--- src/rtl/doc_pkg.sv ---
`default_nettype none
// ============================================================================
//  Module      : doc_pkg
//  Description : Shared definitions for the document path: UART sender state
//                encoding, grid geometry defaults, special characters and
//                the {row, col} address packing used by editor/VGA/UART.
//  Revision    : 1.0  initial release
// ============================================================================
package doc_pkg;

    localparam int          DEF_ROWS       = 15;
    localparam int          DEF_COLS       = 20;
    localparam int          ROW_W          = 4;
    localparam int          COL_W          = 5;
    localparam int          ADDR_W         = ROW_W + COL_W;
    localparam logic [7:0]  DEF_NL_CHAR    = 8'h0A;
    localparam logic [7:0]  DEF_BLANK_CHAR = 8'h20;

    typedef enum logic [2:0] {
        ST_IDLE    = 3'd0,
        ST_READ    = 3'd1,
        ST_SEND    = 3'd2,
        ST_NEWLINE = 3'd3,
        ST_CLEAR   = 3'd4
    } sender_state_t;

    // Document address is row in the upper bits, column in the lower bits.
    function automatic logic [ADDR_W-1:0] pack_addr(input logic [ROW_W-1:0] row,
                                                    input logic [COL_W-1:0] col);
        return {row, col};
    endfunction

endpackage
`default_nettype wire

--- src/rtl/doc_scan_counter.sv ---
`default_nettype none
// ============================================================================
//  Module      : doc_scan_counter
//  Description : Row/column scan position for the document transmit. Column
//                advances on inc_col, next_row moves to column 0 of the next
//                row, clr returns to the origin. Both counters saturate.
//  Revision    : 1.0  initial release
// ============================================================================
module doc_scan_counter
    import doc_pkg::*;
#(
    parameter int ROWS = DEF_ROWS,
    parameter int COLS = DEF_COLS
) (
    input  logic             clk,
    input  logic             rst_n,
    input  logic             inc_col,
    input  logic             next_row,
    input  logic             clr,
    output logic [ROW_W-1:0] row,
    output logic [COL_W-1:0] col,
    output logic             last_col,
    output logic             last_row
);

    logic [ROW_W-1:0] r_row;
    logic [COL_W-1:0] r_col;

    // Position flags used by the FSM to decide on line feed / final byte.
    always_comb begin
        last_col = (r_col == COL_W'(COLS - 1));
        last_row = (r_row == ROW_W'(ROWS - 1));
    end

    // Scan position registers; increments are blocked at the last index.
    always_ff @(posedge clk or negedge rst_n) begin
        if (!rst_n) begin
            r_row <= '0;
            r_col <= '0;
        end else if (clr) begin
            r_row <= '0;
            r_col <= '0;
        end else if (next_row) begin
            if (!last_row) begin
                r_row <= r_row + ROW_W'(1);
                r_col <= '0;
            end
        end else if (inc_col && !last_col) begin
            r_col <= r_col + COL_W'(1);
        end
    end

    assign row = r_row;
    assign col = r_col;

endmodule
`default_nettype wire

--- src/rtl/doc_uart_sender.sv ---
`default_nettype none
// ============================================================================
//  Module      : doc_uart_sender
//  Description : Streams the whole document grid to a UART transmitter one
//                byte per valid/ready handshake, a line feed after each row,
//                then pulses clear_data once the final byte is accepted.
//  Revision    : 1.0  initial release
// ============================================================================
module doc_uart_sender
    import doc_pkg::*;
#(
    parameter int         ROWS       = DEF_ROWS,
    parameter int         COLS       = DEF_COLS,
    parameter logic [7:0] NL_CHAR    = DEF_NL_CHAR,
    parameter logic [7:0] BLANK_CHAR = DEF_BLANK_CHAR
) (
    input  logic        clk,
    input  logic        rst_n,
    input  logic        start,
    output logic        read_enable,
    output logic [8:0]  read_addr,
    input  logic [7:0]  read_data,
    output logic [7:0]  tx_data,
    output logic        tx_valid,
    input  logic        tx_ready,
    output logic        busy,
    output logic        clear_data
);

    sender_state_t    r_state;
    sender_state_t    w_next;
    logic [7:0]       r_tx_data;
    logic [ROW_W-1:0] w_row;
    logic [COL_W-1:0] w_col;
    logic             w_last_col;
    logic             w_last_row;
    logic             w_inc_col;
    logic             w_next_row;
    logic             w_clr;
    logic             w_hs;

    doc_scan_counter #(
        .ROWS (ROWS),
        .COLS (COLS)
    ) u_scan (
        .clk      (clk),
        .rst_n    (rst_n),
        .inc_col  (w_inc_col),
        .next_row (w_next_row),
        .clr      (w_clr),
        .row      (w_row),
        .col      (w_col),
        .last_col (w_last_col),
        .last_row (w_last_row)
    );

    // A byte is accepted only in the two states that present one.
    assign w_hs = ((r_state == ST_SEND) || (r_state == ST_NEWLINE)) && tx_ready;

    // State register; reset aborts a transfer with no clear pulse.
    always_ff @(posedge clk or negedge rst_n) begin
        if (!rst_n) r_state <= ST_IDLE;
        else        r_state <= w_next;
    end

    // Capture the cell in READ so the byte stays stable through backpressure.
    always_ff @(posedge clk or negedge rst_n) begin
        if (!rst_n) begin
            r_tx_data <= '0;
        end else if (r_state == ST_READ) begin
            r_tx_data <= (read_data == 8'h00) ? BLANK_CHAR : read_data;
        end
    end

    // Next-state and scan-counter control.
    always_comb begin
        w_next     = r_state;
        w_inc_col  = 1'b0;
        w_next_row = 1'b0;
        w_clr      = 1'b0;
        case (r_state)
            ST_IDLE: begin
                w_clr = 1'b1;
                if (start) w_next = ST_READ;
            end
            ST_READ: w_next = ST_SEND;
            ST_SEND: begin
                if (w_hs) begin
                    if (w_last_col) begin
                        w_next = ST_NEWLINE;
                    end else begin
                        w_inc_col = 1'b1;
                        w_next    = ST_READ;
                    end
                end
            end
            ST_NEWLINE: begin
                if (w_hs) begin
                    if (w_last_row) begin
                        w_next = ST_CLEAR;
                    end else begin
                        w_next_row = 1'b1;
                        w_next     = ST_READ;
                    end
                end
            end
            ST_CLEAR: begin
                w_clr  = 1'b1;
                w_next = ST_IDLE;
            end
            default: begin
                w_clr  = 1'b1;
                w_next = ST_IDLE;
            end
        endcase
    end

    // Outputs decoded from state; IDLE drives everything to zero.
    always_comb begin
        read_enable = 1'b0;
        read_addr   = '0;
        tx_data     = '0;
        tx_valid    = 1'b0;
        busy        = (r_state != ST_IDLE);
        clear_data  = (r_state == ST_CLEAR);
        if ((r_state == ST_READ) || (r_state == ST_SEND) || (r_state == ST_NEWLINE)) begin
            read_enable = 1'b1;
            read_addr   = pack_addr(w_row, w_col);
        end
        if (r_state == ST_SEND) begin
            tx_valid = 1'b1;
            tx_data  = r_tx_data;
        end else if (r_state == ST_NEWLINE) begin
            tx_valid = 1'b1;
            tx_data  = NL_CHAR;
        end
    end

endmodule
`default_nettype wire

--- config.mk ---
export PLATFORM = sky130hd
export DESIGN_NAME = doc_uart_sender
export DESIGN_NICKNAME = d
export VERILOG_FILES = /design/src/rtl/doc_pkg.sv /design/src/rtl/doc_scan_counter.sv /design/src/rtl/doc_uart_sender.sv
export SDC_FILE = /design/constraint.sdc
export NUM_CORES = 1
export LEC_CHECK = 0
export ABC_AREA = 1
export BUFFER_PORTS_ARGS = -buffer_cell sky130_fd_sc_hd__clkbuf_2
export CORE_AREA = 2 2 50 52
export DETAILED_ROUTE_END_ITERATION = 7
export DIE_AREA = 0 0 52 54
export PLACE_DENSITY = 0.9
export RECOVER_POWER = 100
export SYNTH_ARGS = -nofsm -noshare
export SYNTH_HDL_FRONTEND = slang
export SYNTH_SLANG_ARGS = --single-unit
--- constraint.sdc ---
create_clock -name clk -period 4.6 [get_ports clk]
set_clock_uncertainty 0.2 [all_clocks]
set_input_delay 0.92 -clock clk [delete_from_list [all_inputs] [get_ports clk]]
set_output_delay 0.92 -clock clk [all_outputs]
set_load 0.01 [all_outputs]
After elaboration in Yosys (flattened, before gate mapping)
Index checks and enable logic that the tools add are counted.
Word-level totals
  register bits: 20
  input port bits: 12
  output and inout bits: 21
  word-level logic and storage cells: 58
Operators by class
  add/sub/neg operators: 2
  equality and inequality tests: 13
  muxes and demuxes: 26
  reductions and logical operators: 13
Operator list (count)
  two-way mux 5 bit: 4
  two-way mux 4 bit: 4
  two-way mux 8 bit: 2
  two-way mux 3 bit: 4
  one-hot mux 3 bit (4 select lines): 1
  two-way mux 1 bit: 9
  two-way mux 9 bit: 1
  logical NOT 8 bit: 1
  inequality test 2 bit (second input constant): 4
  == test 3 x 2 -> 1 bit (second input constant): 2
  adder 5 x 1 -> 5 bit (second input constant): 1
  == test 5 bit (second input constant): 1
  adder 4 x 1 -> 4 bit (second input constant): 1
  == test 4 bit (second input constant): 1
  AND reduction 2 bit: 2
  == test 3 x 1 -> 1 bit (second input constant): 1
  == test 3 bit (second input constant): 1
  logical NOT 3 bit: 1
  logical OR 1 bit: 3
  inequality test 3 x 1 -> 1 bit (second input constant): 1
  inequality test 3 bit (second input constant): 1
  AND reduction 3 bit: 1
  nonzero test 3 bit: 1
  OR reduction 3 bit: 1
  4 further kinds: 5

Logic depth before layout (Yosys ltp)
Gate-level depths: netlist (run 1).
  word-level depth: 9
  gate-level depth with buffers: 9
  depth with buffers taken out: 8

Cells and area by module
From an unflattened synthesis (run 1), not the netlist that was laid out.
Unflattened totals
  cells, all modules: 188
  area, all modules: 1263.7 µm²
Modules (own cells, without submodules)
  doc_uart_sender: times used 1, cells each 108, area an instance 689.4 µm², seq. area each 275.3 µm²
  doc_scan_counter: times used 1, cells each 80, area an instance 574.3 µm², seq. area each 225.2 µm²

Least setup slack after synthesis (run 1)
OpenSTA, ideal clock, no wires.
  kind: reg-to-output
  start: reg r_state[1]
  end: out tx_data[1]
  data arrival time: 0.971 ns
  setup slack: 2.509 ns
  cell stages (with the launch flop): 6
  cells stage by stage: dfrtp_1 -> buf_4 -> inv_1 -> nor2_1 -> inv_1 -> nor2_1
On the way
  word-level cells in the longest chain between the ends: 3
Ends and longest elaborated chain
  from (decl): RTL line doc_uart_sender.sv:30  | sender_state_t r_state;
  from (signal assigned): RTL line doc_uart_sender.sv:63  | else r_state <= w_next;
  == test 3 x 2 -> 1 bit: RTL line doc_uart_sender.sv:133  | end else if (r_state == ST_NEWLINE) begin
  two-way mux 4 bit: RTL line doc_uart_sender.sv:133
  two-way mux 8 bit *: RTL line doc_uart_sender.sv:130  | if (r_state == ST_SEND) begin
  to (decl): RTL line doc_uart_sender.sv:23  | output logic [7:0] tx_data,
Mark *: on every way between the ends. The rest lies on a longest branch, timed or not.

Worst setup path after layout (run 1)
  start: reg r_state[1]
  end: out read_addr[5]
On the way
  word-level cells in the longest chain between the ends: 4
Ends and longest elaborated chain
  == test 3 x 1 -> 1 bit / == test 3 x 2 -> 1 bit (equally long branches): RTL line doc_uart_sender.sv:126  | if ((r_state == ST_READ) || (r_state == ST_SEND) || (r_state == ST_NEWLINE)) begin
  logical OR 1 bit: RTL line doc_uart_sender.sv:126
  logical OR 1 bit *: RTL line doc_uart_sender.sv:126
  two-way mux 9 bit *: RTL line doc_uart_sender.sv:126
  to (decl): RTL line doc_uart_sender.sv:21  | output logic [8:0] read_addr,
Marked as above.

==> summary.txt, run 1 <==
Outcome
  • Outcome: finished, final reports clean

Yosys
  • Cell count after synthesis: 162
  • Cell with the most instances after synthesis: nand2_1
  • Average footprint of a synthesized cell: 7.44 µm²
  • Async set-or-reset flop fraction in the synthesized netlist: 100%
  • Number of enable flip-flop cells after synthesis: 0
  • Synthesized netlist net count: 177
  • Top area cells in the synthesized netlist: dfrtp_1 (42%), nand2_1 (11%), nor2_1 (8.7%)
  • Yosys top cell area share: 41.5%
  • Most used standard cells in the synthesized netlist: nand2_1 (36), nor2_1 (28), inv_1 (21)
  • Sequential element share of the synthesized area: 41.5%
  • Yosys warns: 0
  • FF+latch count, synth: 20
  • Predominant post-synthesis flop cell: dfrtp_1
  • Cell accounting for the most synthesized area: dfrtp_1
  • Number of distinct standard cells referenced by the synthesized netlist: 27
  • Post-Synthesis Cell Area: 1200 µm²

Layout
  • Sequential cell area: 500 µm²
  • Fillers: 224
  • Layout Area Growth over Synthesis: 11.6%
  • Ratio of cells with drive above 1 in the final layout: 12.4%
  • NumNets Final: 209
  • Final antenna diode count: 0
  • Final instance count without filler cells: 223
  • Footprint of the multi-input gates: 531 µm²

Critical path
  • Required time at the worst-slack endpoint: 3.48 ns
  • Critical Path End Type: output port
  • Largest fanout of any net on the critical path: 12
  • Worst Setup Start Kind: flop
  • Library cell appearing most often on the critical path: nor2_1
  • Bufs and invs on worst path: 2
  • Worst path top cell family by delay: simple AND/OR/NAND/NOR gates
  • Number of cell instances on the worst register-to-register path: 6
  • Worst reg2reg startpoint: r_state[0]
  • Crit path largest cell delay: 0.51 ns
  • Arrival time worst endpoint: 2.04 ns
  • Worst-path cell with the longest stage delay: nor2_1
  • Category of the most critical setup path: flop to output port
  • Cell chain of the critical path: nor2_1 -> nor2_1 -> inv_1 -> nor2_1 -> clkbuf_1
  • Setup slack of the most critical reg-to-reg path: 2.41 ns
  • End of the worst register-to-register path: r_tx_data[5]

Routing
  • Routed wire length: 2.25 mm
  • Routed Antenna Nets: 0
  • DRC violations left: 0
  • Number of DRC violations after detailed-routing iteration 0: 31
  • Total number of vias: 1101
  • First-pass iteration count of the detailed router: 4
  • Vias per cell: 4.94
  • Wire per inst: 10.1 µm

Place
  • Number of input and output port buffers inserted: 32
  • Instance count after placement with tap cells included: 219
  • Half-perimeter wire length after detailed placement: 1.78 mm
  • Routability congestion estimate: 0.814

Die
  • Vertical extent of the die: 54 µm
  • Core area: 2320 µm²
  • Width of the die: 52 µm
  • Initial standard-cell utilization of the core: 51.9%
  • Die Area: 2810 µm²
  • Std-Cell Rows: 18
  • Io pins: 33

Clocking
  • Number of clock buffers inserted by TritonCTS: 3
  • # resized after CTS: 0
  • Clock network latency to the later pin of the worst-skew pair: 0.30 ns
  • Clock-pin slew on the worst setup and hold paths: 0.10 ns
  • Number of sinks on the clock net: 20
  • Longest Clk Path Bufs: 2
  • Master cell of the clock root buffer: clkbuf_4
  • Post-CTS setup buffer count: 0
  • Hold bufs inserted after CTS: 0
  • H-Tree Depth: 1
  • CTS tree: built

Timing
  • RSZ-0062 raised after global routing: no
  • Number of setup violations in the final report: 0
  • Max transition margin: 32.6%
  • Highest achievable clock rate: 316 MHz
  • Share of the clock period used by the worst path: 68.7%
  • Final number of max-transition violations: 0
  • Number of hold-slack violations in the final timing report: 0
  • Setup TNS: 0 ns
  • Least-Margin Pin Slew: 1.01 ns
  • Tmin final: 3.16 ns

GRT
  • Pin count of the biggest net entering global routing: 21
  • Aggregate global routing overflow: 0
  • Vias in the first global route: 925
  • Global-route usage over all layers: 17.9%
  • Global-route wire length before repair: 3.79 mm
  • Number of antenna violations at the first check in global routing: 0

Power
  • Static power due to leakage: 0.695 nW
  • Power per cell area: 504 nW/µm²
  • Peak supply drop: 0.323 mV

Hold path
  • Hold Path Class: flop to flop
  • Cell depth of the worst hold path: 2
  • Start point of the worst hold path: r_tx_data[3]
  • Hold endpoint: r_tx_data[3]

Run
  • Max-cap violations: 0
power by group:
part	internal, W	switching (W)
clock	0.0000482	0.0000508
combinational	0.0000946	0.000219
sequential	0.000229	0.0000371
per-layer routing:
metal	wire, µm	track usage (%)
met2	1080	28.3
met3	52	2.50
met5	0	0
met4	28	5.70
met1	1090	25.5
cell usage in the layout, fill, tap and decap left out:
cell,instances
nor2_1,30
clkbuf_8,1
clkinv_4,1
nand3_1,11
nor3_1,2
nor4_1,1
a21oi_1,3
inv_1,25
nor3b_1,1
clkbuf_4,3
clkbuf_1,18
xor2_1,1
nor2_4,1
nand2_2,2
nand2_1,36
o31ai_1,1
ha_1,3
nand4_1,9
dfrtp_1,20
o21ai_0,8
nor2_2,1
clkbuf_2,14
a21oi_2,1
sequential cells by signal (all words and copies together) (netlist names):
name and count:
r_state 3, r_tx_data 8, u_scan.col 5, u_scan.row 4
how the worst max path moves through the flow:
stage / from / to / slack (ns) / cells after the start
finish: r_state[1] / read_addr[5] / 1.44 / 5
global route: r_state[1] / read_addr[6] / 1.26 / 5
CTS: r_state[1] / read_addr[5] / 1.73 / 5
detailed placement: r_state[1] / read_addr[5] / 2.06 / 5
global placement: r_state[1] / read_addr[8] / 2.09 / 5
floorplan: r_state[1] / tx_data[1] / 2.51 / 5
cells by family (layout without fill, tap and decap cells):
kind of cell | count (synthesis) | after routing | synth area share (%)
adder cells (fa/ha/maj) | 3 | 3 | 3.12
AND/OR/NAND/NOR | 94 | 94 | 36.6
AO/OA/AOI/OAI | 13 | 13 | 6.33
flip-flops | 20 | 20 | 41.5
XOR/XNOR | 1 | 1 | 0.727
buffers and inverters | 31 | 62 | 11.7
through the flow:
step | hold slack, ns | power, W | setup WS, ns | cell area [µm²] | utilization, %
after global placement | 0.256 | 0.000604 | 2.09 | 1360 | 58.8
final | 0.285 | 0.000678 | 1.44 | 1350 | 58.0
after detailed placement | 0.261 | 0.000613 | 2.06 | 1360 | 58.8
after floorplan | 0.243 | 0.000528 | 2.51 | 1200 | -
after CTS | 0.286 | 0.000711 | 1.73 | 1400 | 60.4
after global routing | 0.303 | 0.000751 | 1.26 | 1350 | 58.0
worst register-to-register path, stage by stage (launching register included):
cell and delay, ns:
dfrtp_1 0.46, inv_1 0.10, nor3_1 0.70, inv_1 0.29
nor2_1 0.21, nand3_1 0.10, nand2_1 0.08
area by class of cell:
class | count | area share, %
multi-input cells | 111 | 39.4
inverters | 26 | 7.63
well taps | 30 | 2.79
repair buffers | 32 | 10.2
clock buffers | 4 | 2.70
flip-flops and latches | 20 | 37.2
Power figures use the tool's default switching activity.
==> run 2: changes to the inputs <==
--- a/config.mk
+++ b/config.mk
@@ -7,10 +7,10 @@
 export LEC_CHECK = 0
 export ABC_AREA = 1
 export BUFFER_PORTS_ARGS = -buffer_cell sky130_fd_sc_hd__clkbuf_2
-export CORE_AREA = 2 2 50 52
+export CORE_AREA = 2 2 55 57
 export DETAILED_ROUTE_END_ITERATION = 7
-export DIE_AREA = 0 0 52 54
-export PLACE_DENSITY = 0.9
+export DIE_AREA = 0 0 57 59
+export PLACE_DENSITY = 0.8
 export RECOVER_POWER = 100
 export SYNTH_ARGS = -nofsm -noshare
 export SYNTH_HDL_FRONTEND = slang
==> constraint.sdc (replaced) <==
create_clock -name clk -period 2.8 [get_ports clk]
set_clock_uncertainty 0.2 [all_clocks]
set_input_delay 0.56 -clock clk [delete_from_list [all_inputs] [get_ports clk]]
set_output_delay 0.56 -clock clk [all_outputs]
set_load 0.01 [all_outputs]
==> run 2 against run 1 <==
Clock power up 30%. Cell count grew 0.45%. Highest routed layer unchanged. Setup slack got worse by 1.0 ns. Non-clock buffer count rose by 1. Sequential power increased by 64%. Critical path depth is 1 higher. Clock-buffer cell count shrank 1. Cell area hardly changed. Critical path type unchanged.
==> summary.txt, run 2 (same netlist as run 1, synthesis figures left out) <==
Die
  • Std-Cell Rows: 19 (was 18)
  • Width of the die: 57 µm (was 52 µm)
  • Initial standard-cell utilization of the core: 44.5% (was 51.9%)
  • Vertical extent of the die: 59 µm (was 54 µm)
  • Core area: 2710 µm² (was 2320 µm²)
  • Io pins: 33 (unchanged)
  • Die Area: 3360 µm² (was 2810 µm²)

Clocking
  • Longest Clk Path Bufs: 2 (unchanged)
  • Clock network latency to the later pin of the worst-skew pair: 0.29 ns (was 0.30 ns)
  • Number of clock buffers inserted by TritonCTS: 3 (unchanged)
  • Number of sinks on the clock net: 20 (unchanged)
  • Master cell of the clock root buffer: clkbuf_4 (unchanged)
  • # resized after CTS: 0 (unchanged)
  • Post-CTS setup buffer count: 0 (unchanged)
  • Hold bufs inserted after CTS: 0 (unchanged)
  • H-Tree Depth: 1 (unchanged)
  • CTS tree: built (unchanged)
  • Clock-pin slew on the worst setup and hold paths: 0.10 ns (about the same)

Layout
  • Layout Area Growth over Synthesis: 11.7% (was 11.6%)
  • Top register by number of flip-flops: r_tx_data (unchanged)
  • Final antenna diode count: 0 (unchanged)
  • Most frequent cells in the layout: nand2_1 (36), nor2_1 (28), inv_1 (25) (was nand2_1 (36), nor2_1 (30), inv_1 (25))
  • NumNets Final: 210 (was 209)
  • Final design utilization: 49.7% (was 58.0%)
  • Number of flip-flops under the largest register name: 8 (unchanged)
  • Most common library cell in the layout ignoring fill and taps: nand2_1 (unchanged)
  • Ratio of cells with drive above 1 in the final layout: 14.0% (was 12.4%)

Timing
  • Number of setup violations in the final report: 0 (unchanged)
  • Slack of the critical path: 0.398 ns (was 1.44 ns)
  • Setup TNS: 0 ns (unchanged)
  • Final number of max-transition violations: 0 (unchanged)
  • Tmin final: 2.40 ns
  • Least-Margin Pin Slew: 1.05 ns (was 1.01 ns)
  • Highest achievable clock rate: 416 MHz
  • Max transition margin: 30.1% (was 32.6%)
  • RSZ-0062 raised after global routing: no (unchanged)
  • Share of the clock period used by the worst path: 85.8%
  • Number of hold-slack violations in the final timing report: 0 (unchanged)

GRT
  • Global-route usage over all layers: 16.1% (was 17.9%)
  • Pin count of the biggest net entering global routing: 21 (unchanged)
  • Aggregate global routing overflow: 0 (unchanged)
  • Vias in the first global route: 1045 (was 925)
  • Number of antenna violations at the first check in global routing: 0 (unchanged)
  • Global-route wire length before repair: 4.24 mm (was 3.79 mm)

Routing
  • Routed wire length: 2.36 mm (was 2.25 mm)
  • Total number of vias: 1125 (was 1101)
  • Wire per inst: 10.5 µm (was 10.1 µm)
  • Routed Antenna Nets: 0 (unchanged)
  • Number of DRC violations after detailed-routing iteration 0: 34 (was 31)
  • First-pass iteration count of the detailed router: 5 (was 4)
  • Vias per cell: 5.02 (was 4.94)
  • DRC violations left: 0 (unchanged)

Critical path
  • Largest fanout of any net on the critical path: 12 (unchanged)
  • Cell chain of the critical path: nor2_1 -> nor2_2 -> buf_4 -> inv_1 -> nor2_1 -> clkbuf_1 (was nor2_1 -> nor2_1 -> inv_1 -> nor2_1 -> clkbuf_1)
  • Worst Setup Start Kind: flop (unchanged)
  • Bufs and invs on worst path: 3 (was 2)
  • Library cell appearing most often on the critical path: nor2_1 (unchanged)
  • Crit path largest cell delay: 0.46 ns (was 0.51 ns)
  • Worst-path cell with the longest stage delay: dfrtp_1 (was nor2_1)
  • Required time at the worst-slack endpoint: 2.04 ns (was 3.48 ns)
  • Critical Path End Type: output port (unchanged)
  • Worst path top cell family by delay: buffers and inverters (was simple AND/OR/NAND/NOR gates)
  • Category of the most critical setup path: flop to output port (unchanged)
  • Arrival time worst endpoint: 1.64 ns (was 2.04 ns)

Place
  • Pre-CTS WS: 0.804 ns (was 2.06 ns)
  • Half-perimeter wire length after detailed placement: 1.87 mm (was 1.78 mm)
  • Number of input and output port buffers inserted: 32 (unchanged)
  • Routability congestion estimate: 0.795 (was 0.814)

Power
  • Static power due to leakage: 0.688 nW (was 0.695 nW)
  • Peak supply drop: 0.436 mV (was 0.323 mV)
  • Power per cell area: 814 nW/µm² (was 504 nW/µm²)
  • Post-layout power: 0.00110 W (was 0.000678 W)

Hold path
  • Hold Path Class: input pin to asynchronous set/reset pin (was flop to flop)

Outcome
  • Outcome: finished, final reports clean (unchanged)

Run
  • Max-cap violations: 0 (unchanged)
-- run 2: cell count changes in the layout (fill, tap and decap cells not counted), sizes merged --
cell	previous run	this run
buf	0	1
clkinvlp	0	1
clkbuf	36	35
clkinv	1	0
-- run 2: worst register-to-register path, stage by stage (launching register included) --
cell and delay [ns]:
dfrtp_1 0.46, inv_1 0.10, nor3_1 0.72, inv_1 0.28, nor2_1 0.20, nand3_1 0.09
nand2_1 0.08
-- run 2: path summary, 6_finish.rpt --
check	cells after the start	start	endpoint	slack, ns
min	1	rst_n	r_tx_data[6]	0.22
max reg2reg	6	r_state[0]	r_tx_data[5]	0.62
max	6	r_state[1]	read_addr[0]	0.40
min in group clk	3	read_data[1]	r_tx_data[1]	0.28
max in group asynchronous	1	rst_n	u_scan.col[1]	1.55
min reg2reg	2	r_tx_data[3]	r_tx_data[3]	0.29
-- run 2: final cells by class --
type                            instances  area (µm²)
Fill cell                             284        1360
Timing Repair Buffer                   33         145
Sequential cell                        20         500
Tap cell                               31        38.8
Clock buffer                            3        22.5
Inverter                               26        98.8
Multi-Input combinational cell        111         541
-- run 2: power by group --
group	switching [W]	internal (W)	leakage (nW)	total, W
registers	0.0000594	0.000377	0.259	0.000436
logic	0.000365	0.000167	0.415	0.000532
clock network	0.0000787	0.0000501	0.0138	0.000129
total	0.000503	0.000593	0.688	0.00110
-- run 2: layer usage --
| layer | vias to the layer above | track usage, % | wire length, µm |
|---|---|---|---|
| met5 | - | 0 | 0 |
| met2 | 20 | 26.4 | 1170 |
| met1 | 527 | 20.8 | 1070 |
| met4 | 0 | 8.64 | 52 |
| li1 | 573 | - | - |
| met3 | 5 | 2.18 | 65 |
-- run 2: stage by stage --
stage	cells	instance area, µm²	hold WS, ns
3_5_place_dp	221	1370	0.260
6_report	224	1350	0.222
2_1_floorplan	162	1200	0.0644
5_1_grt	224	1350	0.287
4_1_cts	224	1400	0.0161
3_3_place_gp	221	1370	0.257
==> run 3: changes to the inputs <==
--- a/config.mk
+++ b/config.mk
@@ -6,10 +6,10 @@
 export NUM_CORES = 1
 export LEC_CHECK = 0
 export ABC_AREA = 1
-export BUFFER_PORTS_ARGS = -buffer_cell sky130_fd_sc_hd__clkbuf_2
-export CORE_AREA = 2 2 55 57
+export CORE_AREA = 2 2 50 52
 export DETAILED_ROUTE_END_ITERATION = 7
-export DIE_AREA = 0 0 57 59
+export DIE_AREA = 0 0 52 54
+export DONT_BUFFER_PORTS = 1
 export PLACE_DENSITY = 0.8
 export RECOVER_POWER = 100
 export SYNTH_ARGS = -nofsm -noshare
==> run 3 against run 2 <==
Routed wire length grew 1.5%. Cell count fell by 14%. Global-route usage grew 3.1 points. Die area shrank 17%. Clock power rose by 81%. Combinational power is 9.2% lower. Setup slack better by 0.036 ns. Largest cell class unchanged.
==> summary.txt, run 3 (same netlist as run 1, synthesis figures left out) <==
Outcome
  • Outcome: finished, final reports clean (unchanged)

Place
  • Half-perimeter wire length after detailed placement: 1.81 mm (was 1.87 mm)
  • Routability congestion estimate: 0.774 (was 0.795)
  • Area post-placement: 1210 µm² (was 1370 µm²)
  • Number of input and output port buffers inserted: 0 (was 32)

GRT
  • Aggregate global routing overflow: 0 (unchanged)
  • Number of antenna violations at the first check in global routing: 0 (unchanged)
  • Global-route wire length before repair: 4.02 mm (was 4.24 mm)
  • Global-route usage over all layers: 19.2% (was 16.1%)
  • Vias in the first global route: 949 (was 1045)
  • Pin count of the biggest net entering global routing: 21 (unchanged)

Timing
  • RSZ-0062 raised after global routing: no (unchanged)
  • Final number of max-transition violations: 0 (unchanged)
  • Least-Margin Pin Slew: 0.979 ns (was 1.05 ns)
  • Number of setup violations in the final report: 0 (unchanged)
  • Tmin final: 2.37 ns (was 2.40 ns)
  • Setup TNS: 0 ns (unchanged)
  • Highest achievable clock rate: 423 MHz (was 416 MHz)
  • Share of the clock period used by the worst path: 84.5% (was 85.8%)
  • Max transition margin: 34.2% (was 30.1%)
  • Number of hold-slack violations in the final timing report: 0 (unchanged)

Power
  • Peak supply drop: 0.656 mV (was 0.436 mV)
  • Static power due to leakage: 0.625 nW (was 0.688 nW)
  • Power per cell area: 926 nW/µm² (was 814 nW/µm²)

Clocking
  • Post-CTS setup buffer count: 0 (unchanged)
  • Number of clock buffers inserted by TritonCTS: 3 (unchanged)
  • Master cell of the clock root buffer: clkbuf_4 (unchanged)
  • Longest Clk Path Bufs: 2 (unchanged)
  • H-Tree Depth: 1 (unchanged)
  • CTS tree: built (unchanged)
  • Clock network latency to the later pin of the worst-skew pair: 0.29 ns (about the same)
  • Clock-pin slew on the worst setup and hold paths: 0.11 ns (was 0.10 ns)
  • Number of sinks on the clock net: 20 (unchanged)

Critical path
  • Category of the most critical setup path: flop to output port (unchanged)
  • Worst Setup Start Kind: flop (unchanged)
  • Setup slack of the most critical reg-to-reg path: 0.69 ns (was 0.62 ns)
  • Worst reg2reg startpoint: r_state[0] (unchanged)
  • Arrival time worst endpoint: 1.61 ns (was 1.64 ns)
  • Largest fanout of any net on the critical path: 12 (unchanged)
  • Number of cell instances on the worst register-to-register path: 6 (unchanged)
  • End of the worst register-to-register path: r_tx_data[5] (unchanged)
  • Critical Path End Type: output port (unchanged)
  • Required time at the worst-slack endpoint: 2.04 ns (about the same)

Routing
  • First-pass iteration count of the detailed router: 4 (was 5)
  • Wire per inst: 12.4 µm (was 10.5 µm)
  • Routed Antenna Nets: 0 (unchanged)
  • Number of DRC violations after detailed-routing iteration 0: 19 (was 34)
  • Total number of vias: 1035 (was 1125)
  • DRC violations left: 0 (unchanged)
  • Routed wire length: 2.39 mm (was 2.36 mm)
  • Vias per cell: 5.36 (was 5.02)

Layout
  • Top register by number of flip-flops: r_tx_data (unchanged)
  • Most common library cell in the layout ignoring fill and taps: nand2_1 (unchanged)
  • Layout Area Growth over Synthesis: 3.32% (was 11.7%)
  • Final antenna diode count: 0 (unchanged)
  • Ratio of cells with drive above 1 in the final layout: 8.59% (was 14.0%)
  • NumNets Final: 179 (was 210)
  • Number of flip-flops under the largest register name: 8 (unchanged)
  • Most frequent cells in the layout: nand2_1 (36), nor2_1 (29), inv_1 (24) (was nand2_1 (36), nor2_1 (28), inv_1 (25))
  • Post-Layout Inst Area: 1240 µm² (was 1350 µm²)

Die
  • Core area: 2320 µm² (was 2710 µm²)
  • Vertical extent of the die: 54 µm (was 59 µm)
  • Initial standard-cell utilization of the core: 51.9% (was 44.5%)
  • Std-Cell Rows: 18 (was 19)
  • Die Area: 2810 µm² (was 3360 µm²)
  • Width of the die: 52 µm (was 57 µm)
  • Io pins: 33 (unchanged)

Hold path
  • Hold endpoint: r_tx_data[1]
  • Start point of the worst hold path: read_data[1]
  • Cell depth of the worst hold path: 2
  • Hold Path Class: input pin to flop (was input pin to asynchronous set/reset pin)

Run
  • Max-cap violations: 0 (unchanged)
## run 3: cell count changes in the layout (fill, tap and decap cells not counted), sizes merged
cell	previous run	this run
bufinv	0	1
dlygate4sd3	0	1
clkbuf	35	3
## run 3: worst max-delay path by stage
stage / startpoint / end / cells past startpoint
floorplan: r_state[1] / tx_data[1] / 5
global placement: r_state[1] / read_addr[4] / 5
detailed placement: r_state[1] / read_addr[7] / 5
CTS: r_state[1] / read_addr[7] / 5
global route: r_state[1] / read_addr[6] / 5
finish: r_state[1] / read_addr[6] / 5
## run 3: final cells by class
| cell class | count | area, µm² |
|---|---|---|
| fill | 235 | 1070 |
| multi-input combinational | 111 | 538 |
| sequential | 20 | 500 |
| inverter | 26 | 98.8 |
| tap | 30 | 37.5 |
| clock inverter | 1 | 30.0 |
| clock buffer | 3 | 22.5 |
| timing repair buffer | 2 | 17.5 |
## run 3: metrics by stage
step                total power [W]  cells  setup WS [ns]  util, %  hold WS (ns)
floorplan                  0.000867    162           1.07        -        0.0644
global placement           0.000925    188          0.862     52.2        0.0648
detailed placement         0.000948    188          0.825     52.2        0.0648
CTS                         0.00119    193          0.472     54.9         0.175
global route                0.00125    193          0.300     53.7         0.179
finish                      0.00115    193          0.434     53.7         0.177
## run 3: worst max-delay path: stages (launching register included)
cell and delay [ns]:
dfrtp_1 0.47, nor2_1 0.11, nor2_2 0.09, buf_4 0.20, inv_1 0.18, nor2_1 0.26
## run 3: timing repair
action | in CTS | in global routing
resized for setup | 0 | 0
hold endpoints to repair | 20 | 0
hold buffers | 1 | 0
## run 3: layer usage
metal  up-vias  wire, µm  GRT usage (%)
met5         -         0              0
met4         0        12           6.14
met3         2       177           4.72
met2        39      1130           32.7
met1       484      1070           24.0
li1        510         -              -
## run 3: report_power, final
| group | switching [W] | total, W | internal [W] |
|---|---|---|---|
| registers | 0.0000604 | 0.000437 | 0.000376 |
| clock network | 0.0000881 | 0.000233 | 0.000145 |
| logic | 0.000352 | 0.000483 | 0.000131 |
